### src/rtl/stream_arb2_rr.sv
// Two-input round-robin stream arbiter with a registered output stage.
// out_src is the per-beat select that drives the downstream 2:1 data mux.
module stream_arb2_rr #(
    parameter int unsigned WIDTH = 8
) (
    input  logic             clk,
    input  logic             rst_n,
    input  logic             in0_valid,
    input  logic [WIDTH-1:0] in0_data,
    output logic             in0_ready,
    input  logic             in1_valid,
    input  logic [WIDTH-1:0] in1_data,
    output logic             in1_ready,
    output logic             out_valid,
    output logic [WIDTH-1:0] out_data,
    output logic             out_src,
    input  logic             out_ready
);

    logic last_grant_q;
    logic load_en;
    logic grant;
    logic take;

    // The register may take a beat while it is being drained, giving 1 beat/cycle.
    assign load_en = !out_valid || out_ready;

    always_comb begin
        grant = 1'b0;
        if (in0_valid && in1_valid) begin
            grant = !last_grant_q;
        end else if (in1_valid) begin
            grant = 1'b1;
        end
    end

    assign in0_ready = load_en && in0_valid && !grant;
    assign in1_ready = load_en && in1_valid && grant;
    assign take      = in0_ready || in1_ready;

    // Priority rotates only on an accepted beat; idle and stalled cycles keep it.
    always_ff @(posedge clk or negedge rst_n) begin
        if (!rst_n) begin
            out_valid    <= 1'b0;
            out_data     <= '0;
            out_src      <= 1'b0;
            last_grant_q <= 1'b1;
        end else if (take) begin
            out_valid    <= 1'b1;
            out_data     <= grant ? in1_data : in0_data;
            out_src      <= grant;
            last_grant_q <= grant;
        end else if (out_ready) begin
            out_valid <= 1'b0;
        end
    end

endmodule

### config.mk
export PLATFORM = sky130hd
export DESIGN_NAME = stream_arb2_rr
export DESIGN_NICKNAME = d
export VERILOG_FILES = /design/src/rtl/stream_arb2_rr.sv
export SDC_FILE = /design/constraint.sdc
export NUM_CORES = 1
export LEC_CHECK = 0
export ABC_AREA = 1
export BUFFER_PORTS_ARGS = -buffer_cell sky130_fd_sc_hd__buf_2
export CAP_MARGIN = 20
export CELL_PAD_IN_SITES_DETAIL_PLACEMENT = 1
export CELL_PAD_IN_SITES_GLOBAL_PLACEMENT = 2
export CORE_AREA = 2 2 57 59
export DETAILED_ROUTE_END_ITERATION = 12
export DIE_AREA = 0 0 59 61
export GPL_TIMING_DRIVEN = 0
export HOLD_SLACK_MARGIN = 0.08
export PLACE_DENSITY = 0.78
export SLEW_MARGIN = 30
export SYNTH_ARGS = -nofsm -noshare
export SYNTH_HDL_FRONTEND = slang
export SYNTH_SLANG_ARGS = --single-unit
### constraint.sdc
create_clock -name clk -period 1.6 [get_ports clk]
set_clock_uncertainty 0.2 [all_clocks]
set_input_delay 0.32 -clock clk [delete_from_list [all_inputs] [get_ports clk]]
set_output_delay 0.32 -clock clk [all_outputs]
set_load 0.005 [all_outputs]
==> reports/qor.yml <==
finish:
  syn_to_final_growth_pct: 44.8
  finalNonFillerCells: 150
  seq_area_sq_um: 277
  nNetsFinal: 139
  fill_cells: 390
  diodes: 0
  multiInputGateArea_sq_um: 282
  drive_above_1_share: 0.427
worst_setup_path:
  worstPathMaxFanout: 2
  r2r_cells: 8
  regToRegSetupSlack_ns: 0.08
  crit_slowest_cell: "dfstp_2"
  start_kind: "flop"
  crit_path_max_incr_delay_ns: 0.55
  endpoint_kind: "output pin"
  crit_path_cell_trace: "nand2_2, clkbuf_8, a21oi_2, buf_2"
  cp_top_family: "flip-flops"
  r2r_start: "last_grant_q"
  r2r-end: "out_data[5]"
  cp_data_arrival_time_ns: 1.23
  crit_type: "reg -> out"
  crit_buf_inv: 2
  required_ns: 1.08
synth:
  synthSimpleGateAreaFrac: 0.439
  yosys.area_share.xor_xnor: 0
  synth_edf_count: 0
  netlist_top_cells_area: "dfrtp_1 42%, nand2_1 24%, nand3_1 15%, clkbuf_8 4.6%, dfstp_2 4.4%"
  synth_warnings: 0
  synth-main-ff-cell: "dfrtp_1"
  synthMuxAreaShare: 0
  synth_largest_area_cell: "dfrtp_1"
  synth_top_family_by_area: "simple AND/OR/NAND/NOR gates"
  synth-adder-area-share: 0
  ys_ff_latch: 11
  async_flop_share: 1.00
  synth_commonest_cells: "39 x nand2_1, 18 x nand3_1, 10 x dfrtp_1"
  postSynthCellCount: 77
  yosysTopAreaCellShare: 0.418
  synth-compound-area-share: 0.00837
  yosysMostFrequentCell: "nand2_1"
  syn_nets: 98
  synth.distinct_cells: 11
  syn_area_per_cell_sq_um: 7.77
  synth-seq-area-share: 0.462
  netlist_area_sq_um: 598
sta:
  fin_hold_ws_ns: 0.136
  tightest_slew_ns: 0.267
  slew_violations: 0
  final_hold_viol_count: 0
  fin_tns_setup_ns: -0.196
  clock.fmax_ghz: 0.571
  max_slew_margin: 0.822
  setup_viol: 2
  rsz0062_at_grt: "true"
  finalCritPeriodShare: 1.09
  period_needed_ns: 1.75
  fin_ws_ns: -0.151
hold_path:
  min-delay-start: "in0_data[2]"
  hold_depth: 5
  holdCritPathClass: "in -> reg"
  hold_end: "out_data[2]"
place:
  io_buffers: 32
  dp_cells: 142
  post-dp-hpwl_um: 1390
  gp_congestion: 0.690
global_route:
  antenna_found_initial: 0
  grt_pass1_vias: 682
  grt_pass1_wl_um: 3110
  grt_max_degree: 12
  grt_usage: 0.114
  grt_overflow_total: 0
clocking:
  clock_latency_ns: 0.27
  clock_path_buffers: 2
  htree_levels: 1
  cts_buffers: 3
  tritoncts: "done"
  cts.sinks: 11
  cts.clk_slew.worst_paths_ns: 0.08
  ctsRootBufferMaster: "clkbuf_4"
drt:
  dr.pass1.iters: 3
  postRouteAntennaNets: 0
  drc_errors: 0
  post_drt_wl_per_cell_um: 12.0
  via_per_inst: 4.35
  drtIter0Drc: 3
  wl_um: 1800
  vias: 652
pwr:
  power_uw: 827
  power_density_nw_per_um2: 955
  leakage_nw: 0.506
  peakVddDrop_mv: 0.229
job:
  cap_violations: 0
floorplan:
  fp.dieW_um: 59
  coreArea_sq_um: 2950
  ios: 33
  dieArea_sq_um: 3600
  fp-row-count: 20
  start_util: 0.203
  dieHeight_um: 61
run_status:
  violations: "setup timing"
  outcome: "complete, but fails checks"
cells by family after synthesis:
logic type      after synthesis
simple gates                 59
buf+inv                       6
compound gates                1
flops                        11
tightest hold or removal path, stage by stage:
cell and delay [ns]:
buf_2 0.08, nand2_1 0.04, nand2_1 0.05, nand2_1 0.04
nand2_1 0.05
final cells by class:
type,instances,share of cell area
Timing Repair Buffer,37,0.231
Sequential cell,11,0.319
Tap cell,33,0.0477
Inverter,2,0.00867
Buffer,3,0.0376
Clock buffer,4,0.0303
Multi-Input combinational cell,60,0.325
worst max-delay path by stage:
stage | to | start | cells past startpoint | slack [ns]
after floorplan | in0_ready | last_grant_q | 3 | 0.19
after global placement | in1_ready | last_grant_q | 5 | 0.04
after detailed placement | in1_ready | last_grant_q | 5 | 0.02
after CTS | in0_ready | last_grant_q | 4 | -0.16
after global routing | in0_ready | last_grant_q | 4 | -0.22
final | in0_ready | last_grant_q | 4 | -0.15
state kept, by name (all words and copies together) (netlist names):
signal and cells:
last_grant_q 1, out_src 1, out_data 8, out_valid 1
metrics by stage:
step	setup WS, ns	util	cell area [sq um]
finish	-0.151	0.293	866
global route	-0.217	0.293	866
CTS	-0.164	0.293	865
detailed placement	0.0229	0.271	800
global placement	0.0385	0.271	800
floorplan	0.194	-	598
cells in the final DEF (no fill, tap or decap), drive strengths merged:
cell / instances
dlygate4sd3: 1
inv: 2
a21oi: 1
dfstp: 1
dfrtp: 10
nand2: 41
buf: 38
clkbuf: 5
nand3: 18
metal layers:
metal	global-route usage	vias to the layer above	wire, um
met4	0.0292	0	11
met2	0.181	27	821
li1	-	329	-
met1	0.148	294	807
met5	0	-	0
met3	0.0384	2	160
power breakdown:
group,switching [mW],internal (mW),total [mW]
Combinational,0.140,0.126,0.266
Sequential,0.0293,0.336,0.365
Clock,0.0990,0.0965,0.196
what timing repair did:
| action | CTS | global route |
|---|---|---|
| gates cloned | 0 | 0 |
| resized for setup | 5 | 0 |
| setup endpoints to repair | 2 | 6 |
| pin swaps | 3 | 1 |
| setup buffers | 2 | 2 |
| hold endpoints to repair | 11 | 0 |
| hold buffers | 1 | 0 |
No activity file was read; power rests on OpenSTA's default activity.
